**src/rtl/spi_fifo_wm.sv**
```systemverilog
// SPI TX/RX queue: req/ack write port, req/resp/ack read port, flush, sticky overflow/underflow status.
// Watermark outputs are compiled in only when SPI_FIFO_WATERMARK_EN is defined; otherwise they are tied low.
module spi_fifo_wm #(
  parameter int DATA_WIDTH = 16,
  parameter int FIFO_DEPTH = 16,
  parameter int FIFO_ADDR  = 4,
  parameter int REG_WIDTH  = 16
) (
  input  logic                  clk_i,
  input  logic                  rst_i,
  input  logic                  flush_i,
  input  logic                  allow_overwrite_i,
  input  logic                  clr_status_i,
  input  logic [FIFO_ADDR:0]    af_thr_i,
  input  logic [FIFO_ADDR:0]    ae_thr_i,
  input  logic                  req_a_i,
  input  logic [DATA_WIDTH-1:0] data_a_i,
  output logic                  ack_a_o,
  input  logic                  req_b_i,
  output logic [DATA_WIDTH-1:0] data_b_o,
  output logic                  resp_b_o,
  input  logic                  ack_b_i,
  output logic [REG_WIDTH-1:0]  fifo_occupancy_o,
  output logic                  fifo_full_o,
  output logic                  fifo_empty_o,
  output logic                  almost_full_o,
  output logic                  almost_empty_o,
  output logic                  overflow_o,
  output logic                  underflow_o
);

  typedef enum logic {WR_IDLE, WR_ACK} wr_state_e;
  typedef enum logic {RD_IDLE, RD_RESP} rd_state_e;

  localparam logic [FIFO_ADDR:0]   DEPTH_C = (FIFO_ADDR+1)'(FIFO_DEPTH);
  localparam logic [FIFO_ADDR:0]   OCC_ONE = (FIFO_ADDR+1)'(1);
  localparam logic [FIFO_ADDR-1:0] PTR_ONE = FIFO_ADDR'(1);

  logic [DATA_WIDTH-1:0] mem_q [FIFO_DEPTH];
  logic [FIFO_ADDR-1:0]  head_q, head_d, tail_q, tail_d;
  logic [FIFO_ADDR:0]    occ_q, occ_d;
  logic [DATA_WIDTH-1:0] data_q, data_d;
  logic                  ovf_q, ovf_d, udf_q, udf_d;
  wr_state_e             wr_state_q, wr_state_d;
  rd_state_e             rd_state_q, rd_state_d;
  logic                  full, empty, wr_acc, rd_acc, ovf_ev, udf_ev;

  always_comb begin
    full   = (occ_q == DEPTH_C);
    empty  = (occ_q == '0);
    rd_acc = !flush_i && (rd_state_q == RD_IDLE) && req_b_i && !empty;
    // A full queue still takes a write when a read frees a slot in the same edge.
    wr_acc = !flush_i && (wr_state_q == WR_IDLE) && req_a_i &&
             (!full || rd_acc || allow_overwrite_i);
    ovf_ev = !flush_i && (wr_state_q == WR_IDLE) && req_a_i && !wr_acc;
    udf_ev = !flush_i && (rd_state_q == RD_IDLE) && req_b_i && empty;
  end

  always_ff @(posedge clk_i) begin
    if (rst_i) begin
      wr_state_q <= WR_IDLE;
      rd_state_q <= RD_IDLE;
      head_q     <= '0;
      tail_q     <= '0;
      occ_q      <= '0;
      data_q     <= '0;
      ovf_q      <= 1'b0;
      udf_q      <= 1'b0;
    end else begin
      wr_state_q <= wr_state_d;
      rd_state_q <= rd_state_d;
      head_q     <= head_d;
      tail_q     <= tail_d;
      occ_q      <= occ_d;
      data_q     <= data_d;
      ovf_q      <= ovf_d;
      udf_q      <= udf_d;
    end
  end

  always_ff @(posedge clk_i) begin
    if (!rst_i && wr_acc) begin
      mem_q[tail_q] <= data_a_i;
    end
  end

  always_comb begin
    wr_state_d = wr_state_q;
    rd_state_d = rd_state_q;
    if (flush_i) begin
      wr_state_d = WR_IDLE;
      rd_state_d = RD_IDLE;
    end else begin
      case (wr_state_q)
        WR_IDLE: if (wr_acc) wr_state_d = WR_ACK;
        default: wr_state_d = WR_IDLE;
      endcase
      case (rd_state_q)
        RD_IDLE: if (rd_acc) rd_state_d = RD_RESP;
        default: if (ack_b_i) rd_state_d = RD_IDLE;
      endcase
    end
  end

  always_comb begin
    head_d = head_q;
    tail_d = tail_q;
    occ_d  = occ_q;
    data_d = data_q;
    ovf_d  = ovf_q;
    udf_d  = udf_q;
    if (flush_i) begin
      head_d = '0;
      tail_d = '0;
      occ_d  = '0;
      data_d = '0;
    end else begin
      if (wr_acc) tail_d = tail_q + PTR_ONE;
      // Overwrite on a full queue drops the oldest word; a paired read already advances head.
      if (rd_acc || (wr_acc && full)) head_d = head_q + PTR_ONE;
      if (wr_acc && !rd_acc && !full) occ_d = occ_q + OCC_ONE;
      else if (rd_acc && !wr_acc) occ_d = occ_q - OCC_ONE;
      if (rd_acc) data_d = mem_q[head_q];
      ovf_d = ovf_ev || (ovf_q && !clr_status_i);
      udf_d = udf_ev || (udf_q && !clr_status_i);
    end
  end

  always_comb begin
    ack_a_o          = (wr_state_q == WR_ACK);
    resp_b_o         = (rd_state_q == RD_RESP);
    data_b_o         = data_q;
    fifo_occupancy_o = '0;
    fifo_occupancy_o[FIFO_ADDR:0] = occ_q;
    fifo_full_o      = full;
    fifo_empty_o     = empty;
    overflow_o       = ovf_q;
    underflow_o      = udf_q;
  end

`ifdef SPI_FIFO_WATERMARK_EN
  assign almost_full_o  = (occ_q >= af_thr_i);
  assign almost_empty_o = (occ_q <= ae_thr_i);
`else
  logic unused_thr;
  assign unused_thr     = ^{af_thr_i, ae_thr_i};
  assign almost_full_o  = 1'b0;
  assign almost_empty_o = 1'b0;
`endif

endmodule

```
**config.mk**
```make
export PLATFORM = sky130hd
export DESIGN_NAME = spi_fifo_wm
export DESIGN_NICKNAME = d
export VERILOG_FILES = /design/src/rtl/spi_fifo_wm.sv
export SDC_FILE = /design/constraint.sdc
export NUM_CORES = 1
export LEC_CHECK = 0
export CAP_MARGIN = 30
export CORE_ASPECT_RATIO = 1.75
export CORE_UTILIZATION = 59
export DETAILED_ROUTE_END_ITERATION = 8
export GPL_TIMING_DRIVEN = 0
export PLACE_DENSITY = 0.88
export SYNTH_ARGS = -nofsm -noshare
export SYNTH_HDL_FRONTEND = slang
export SYNTH_SLANG_ARGS = --single-unit
```
**constraint.sdc**
```tcl
create_clock -name clk_i -period 3.8 [get_ports clk_i]
set_clock_uncertainty 0.1 [all_clocks]
set_input_delay 0.76 -clock clk_i [delete_from_list [all_inputs] [get_ports clk_i]]
set_output_delay 0.76 -clock clk_i [all_outputs]
set_load 0.02 [all_outputs]
```
**Word-level counts from Yosys, hierarchy flattened**

Memory sizes are Yosys's and may differ from the RTL's. A register that Yosys moved wholly into a read port is not among the register bits.
Index checks and enable logic that the tools add are counted.

- Register bits: 17
- Bits in writable memories: 256
- Input bits: 34
- Output and inout port bits: 40
- Memories kept: 1

- Add/subtract/negate cells: 4
- Eq/ne operators: 1
- Multiplexer cells: 8
- Bitwise operators: 2
- Reduce and logical (&&, ||, !) cells: 31

Memories:

| name | depth | width | read ports | clocked after Yosys merged registers in | write ports | line | source |
|---|---|---|---|---|---|---|---|
| mem_q | 16 | 16 | 1 | 1 | 1 | 39 | `logic [DATA_WIDTH-1:0] mem_q [FIFO_DEPTH];` |

Operators by type and width:

| kind | count |
|---|---|
| $logic_and 1x1->1 | 15 |
| $mux 5 | 2 |
| $add 4x1->4 const B | 2 |
| $logic_not 1->1 | 7 |
| $mux 1 | 6 |
| $add 5x1->5 const B | 1 |
| $eq 5x5->1 const B | 1 |
| $logic_not 5->1 | 1 |
| $logic_or 1x1->1 | 5 |
| $sub 5x1->5 const B | 1 |
| $reduce_or 3->1 | 1 |
| $not 1->1 | 2 |
| $reduce_bool 2->1 | 1 |
| $reduce_or 2->1 | 1 |

**Depth between registers and ports, before layout**

- Word-level depth: 11
- Depth in mapped cells: 9
- Gate-level depth less buffers: 8

**Least setup slack after synthesis**

Ideal clock, no wire load.

- Kind: in2reg
- From: input flush_i
- To: memory mem_q[12][0] (enable)
- Arrival time: 2.508 ns
- Required time: 3.312 ns
- Slack: 0.804 ns
- Cell stages on the path: 4
- Buffers on the path: 0
- Path through: or3b_1 a41oi_1 nand2_1 nor2_1

- Cells in the longest elaborated chain, start to end: 10
- Elaborated cells between the ends (all ways): 12
- Classes of those cells: mux: 2; reduce/logical: 10

Ends and longest elaborated chain:

| element | line | source |
|---|---|---|
| start, declared | 11 | `input logic flush_i,` |
| $logic_not 1->1 * | 51, 53 |  |
| $logic_and 1x1->1 (3 in series) | 51 | `rd_acc = !flush_i && (rd_state_q == RD_IDLE) && req_b_i && !empty;` |
| $logic_or 1x1->1 (2 in series) | 54 | `(!full \|\| rd_acc \|\| allow_overwrite_i);` |
| $logic_and 1x1->1 * | 53 | `wr_acc = !flush_i && (wr_state_q == WR_IDLE) && req_a_i &&` |
| $logic_and 1x1->1 * | 82 | `if (!rst_i && wr_acc) begin` |
| $mux 1 * | 82 |  |
| $mux 1 (implied by the code) * | 83 | `mem_q[tail_q] <= data_a_i;` |
| end, declared | 39 |  |

Mark *: on every way between the ends. The rest lies on a longest branch, timed or not.

**Final worst setup path**

- From: input flush_i
- To: memory mem_q[0][12] (enable)

Same word-level chain as after synthesis.

==> summary.md <==
| Metric | Value |
|---|---|
| FF+latch count, synth | `289` |
| Number of global-route vias before repair | `7,041` |
| Post-synth ARST share | `0%` |
| Drt drc | `0` |
| Critical Path AT | `3.72 ns` |
| Via Count | `6,686` |
| Net count reported at finish | `806` |
| Fin util | `70.3%` |
| Number of synthesized flops with an enable pin | `256` |
| Placer congestion estimate | `0.883` |
| Die Y | `185 um` |
| Ratio of cells with drive above 1 in the final layout | `15.4%` |
| Startpoint types | `primary input` |
| Post-synth cell types | `47` |
| Syn_area_per_cell | `17.2 sq um` |
| Largest area contributor in the netlist | `edfxtp_1` |
| Reg2reg start | `occ_q[0]$_SDFFE_PP0P_` |
| Final setup violation count | `0` |
| CTS H-tree lvls | `1` |
| Routed Wire Length | `26.6 mm` |
| Crit path depth | `6` |
| Static leakage | `0.00406 uW` |
| Hold buffers post-CTS | `0` |
| Worst-case reg-to-reg path depth | `8` |
| Die Width | `107 um` |
| Worst setup path start | `flush_i` |
| Gr ovfl total | `0` |
| Crit path largest cell delay | `0.66 ns` |
| Post-Syn Area | `0.0113 sq mm` |
| Number of port buffers | `50` |
| Cells after Synth | `661` |
| Die area | `0.0198 sq mm` |
| Seq pwr share | `55.2%` |
| FMAX | `278 MHz` |
| Register-to-Register Setup Slack | `0.30 ns` |
| WP data required | `3.92 ns` |
| GRT Total Usage | `28.0%` |
| Clock Path Buffers | `3` |
| Largest net degree at the start of global routing | `18` |
| Post-synth top area share | `67.8%` |
| DP HPWL | `17.5 mm` |
| Critical path buffers and inverters | `2` |
| Routed wire per std cell | `26.1 um` |
| Fin. max-slew vios | `0` |
| Synth warnings | `0` |
| Initial antenna violation count | `0` |
| Worst rel slew slack | `31.2%` |
| Seq/Total Area, Yosys | `73.6%` |
| Final hold violations | `0` |
| Clk network pwr share | `40.6%` |
| Tmin final | `3.60 ns` |
| Endpoint of the worst-slack reg-to-reg timing path | `occ_q[4]$_SDFFE_PP0P_` |
| Final ANT Viol Nets | `0` |
| Starting density of the core | `60.5%` |
| Vias per cell | `6.56` |
| Comb power frac | `4.2%` |
| Net Switching | `1260 uW` |
| # clock sinks | `289` |
| Main synth FF type | `edfxtp_1` |
| Outcome | `complete, no violations` |
| Worst-Margin Slew | `1.03 ns` |
| Hold Worst Slack | `0.394 ns` |
| First-pass GRT wire length | `40.2 mm` |
| CTS Root Cell | `clkbuf_16` |
| CP top delay family | `simple AND/OR/NAND/NOR gates` |
| Synth top area cells | `edfxtp_1, mux4_2, mux2i_1` |
| PwrDens | `477 mW/mm^2` |
| 1st-iter DRT viols | `761` |
| VDD IR max | `0.000478 V` |
| Pre-antenna DRT Iters | `6` |
| Highest fanout seen on the critical path | `10` |
| Ant diodes | `0` |
| Max_cap viols | `0` |
| Worst Setup EP | `mem_q[0][12]$_DFFE_PP_` |
| Core area | `0.0187 sq mm` |
| Slowest library cell on the worst path | `nor2_1` |
| Num CTS Buffers | `24` |
| CP Class | `in -> reg` |
| Rows | `66` |
| Filler cells | `1,101` |
| Worst-skew pair later-pin latency | `0.52 ns` |
| Switching Share | `20.0%` |
| Int Power | `5030 uW` |
| Crit path capture type | `flop` |
| Worst path cell trace | `clkdlybuf4s50_1 > or3b_1 > a41oi_1 > nand2_1 > nor2_1 > buf_4` |
| Tcrit/Tclk final | `94.8%` |
| Io pins | `74` |
| Hold crit path type | `reg -> reg` |
| TritonCTS clock tree | `done` |
| CTS clk-pin slew, worst paths | `0.07 ns` |
| Area added between synthesis and finish | `16.2%` |
[power groups by stage]
stage / clock network, uW / logic [uW] / registers, uW
3_5_place_dp: 0 / 255 / 3550
2_1_floorplan: 0 / 124 / 3550
5_1_grt: 2670 / 281 / 3480
3_3_place_gp: 0 / 235 / 3540
6_report: 2550 / 265 / 3480
4_1_cts: 2550 / 259 / 3480
[registers in the layout (all words and copies together) (netlist names)]
register,count
overflow_o,1
mem_q,256
ack_a_o,1
underflow_o,1
data_b_o,16
resp_b_o,1
occ_q,5
head_q,4
tail_q,4
[repair_timing]
item	in CTS	in global routing
setup endpoints to repair	0	1
resized for setup	0	3
setup buffers	0	0
[cell usage in the layout, fill, tap and decap left out, drive strengths merged, types with 4 or more instances in the layout]
master         count
a22oi             17
clkinv             7
buf               39
clkdlybuf4s50     50
mux2i             69
dfxtp             33
mux4              32
or3                9
inv                7
edfxtp           256
conb              13
a21oi             13
or3b               4
nor2              43
o22ai             32
clkbuf            57
o21ai             21
a31oi             17
nand3              4
nand2             18
ha                 8
[stage by stage]
step	setup slack [ns]	power (uW)	area, sq um	setup TNS [ns]	instances
after floorplan	0.804	3680	11400	0	673
after global placement	-0.548	3780	12200	-107.30	961
after detailed placement	-0.258	3800	12400	-17.45	975
after CTS	0.254	6280	13200	0	1019
after global routing	-0.0160	6430	13200	-0.113	1019
final	0.199	6290	13200	0	1019
[worst register-to-register path, cell delays in order (launching register included)]
cell       delay [ns]
dfxtp_1          0.39
nor4_2           0.71
a21oi_4          0.21
or3_1            0.52
ha_1             0.37
a21oi_1          0.34
a211oi_1         0.17
a2111oi_0        0.41
and3_1           0.21
[cell type report]
| type | count | area [sq um] | area share (%) |
|---|---|---|---|
| Buffer | 49 | 246 | 1.87 |
| Clock buffer | 33 | 686 | 5.20 |
| Clock inverter | 11 | 130 | 0.987 |
| Inverter | 6 | 22.5 | 0.171 |
| Multi-Input combinational cell | 329 | 2800 | 21.3 |
| Sequential cell | 289 | 8350 | 63.3 |
| Tap cell | 238 | 298 | 2.26 |
| Timing Repair Buffer | 64 | 651 | 4.93 |
[layer usage]
metal | share of wire [%] | wire length, um | GRT usage [%]
met5 | 0 | 0 | 0
met4 | 5.4 | 1430 | 17.1
met3 | 7.8 | 2070 | 4.12
met2 | 53 | 14200 | 49.1
met1 | 33 | 8880 | 32.1
[how the worst min path moves through the flow]
| stage | slack [ns] | start | cells after the start | end |
|---|---|---|---|---|
| floorplan | 0.38 | tail_q[0]$_SDFFE_PP0N_ | 2 | tail_q[0]$_SDFFE_PP0N_ |
| global placement | 0.35 | overflow_o$_SDFFE_PP0N_ | 2 | overflow_o$_SDFFE_PP0N_ |
| detailed placement | 0.37 | overflow_o$_SDFFE_PP0N_ | 2 | overflow_o$_SDFFE_PP0N_ |
| CTS | 0.38 | overflow_o$_SDFFE_PP0N_ | 2 | overflow_o$_SDFFE_PP0N_ |
| global route | 0.44 | overflow_o$_SDFFE_PP0N_ | 2 | overflow_o$_SDFFE_PP0N_ |
| finish | 0.39 | overflow_o$_SDFFE_PP0N_ | 2 | overflow_o$_SDFFE_PP0N_ |
[cells by family after synthesis]
family                     count (synthesis)  share of synthesized area (%)
xor gates and xnor gates                   1                         0.0772
adders and majority gates                  9                           1.06
AOI/OAI and AO/OA                        111                           6.33
DFF                                      289                           73.6
and+or+nand+nor                           94                           4.09
other                                      1                         0.0331
muxes                                    101                           12.4
buffers and inverters                     55                           2.37
[cells in the mapped netlist (2+ instances only)]
master	number
nor3b_2	2
buf_1	3
buf_2	8
mux4_2	32
a31oi_1	17
o21ai_1	3
and3_1	2
nand2_1	18
a22oi_1	17
nand3b_1	2
mux2i_1	69
nor2_1	43
or3_1	9
o21ai_0	18
nand3_1	4
inv_1	6
or3b_1	2
ha_1	8
clkbuf_1	24
nor2b_1	2
o22ai_1	32
or3b_2	2
a211oi_1	3
buf_4	14
edfxtp_1	256
a21oi_1	12
dfxtp_1	33
(Power assumes the default switching activity.)
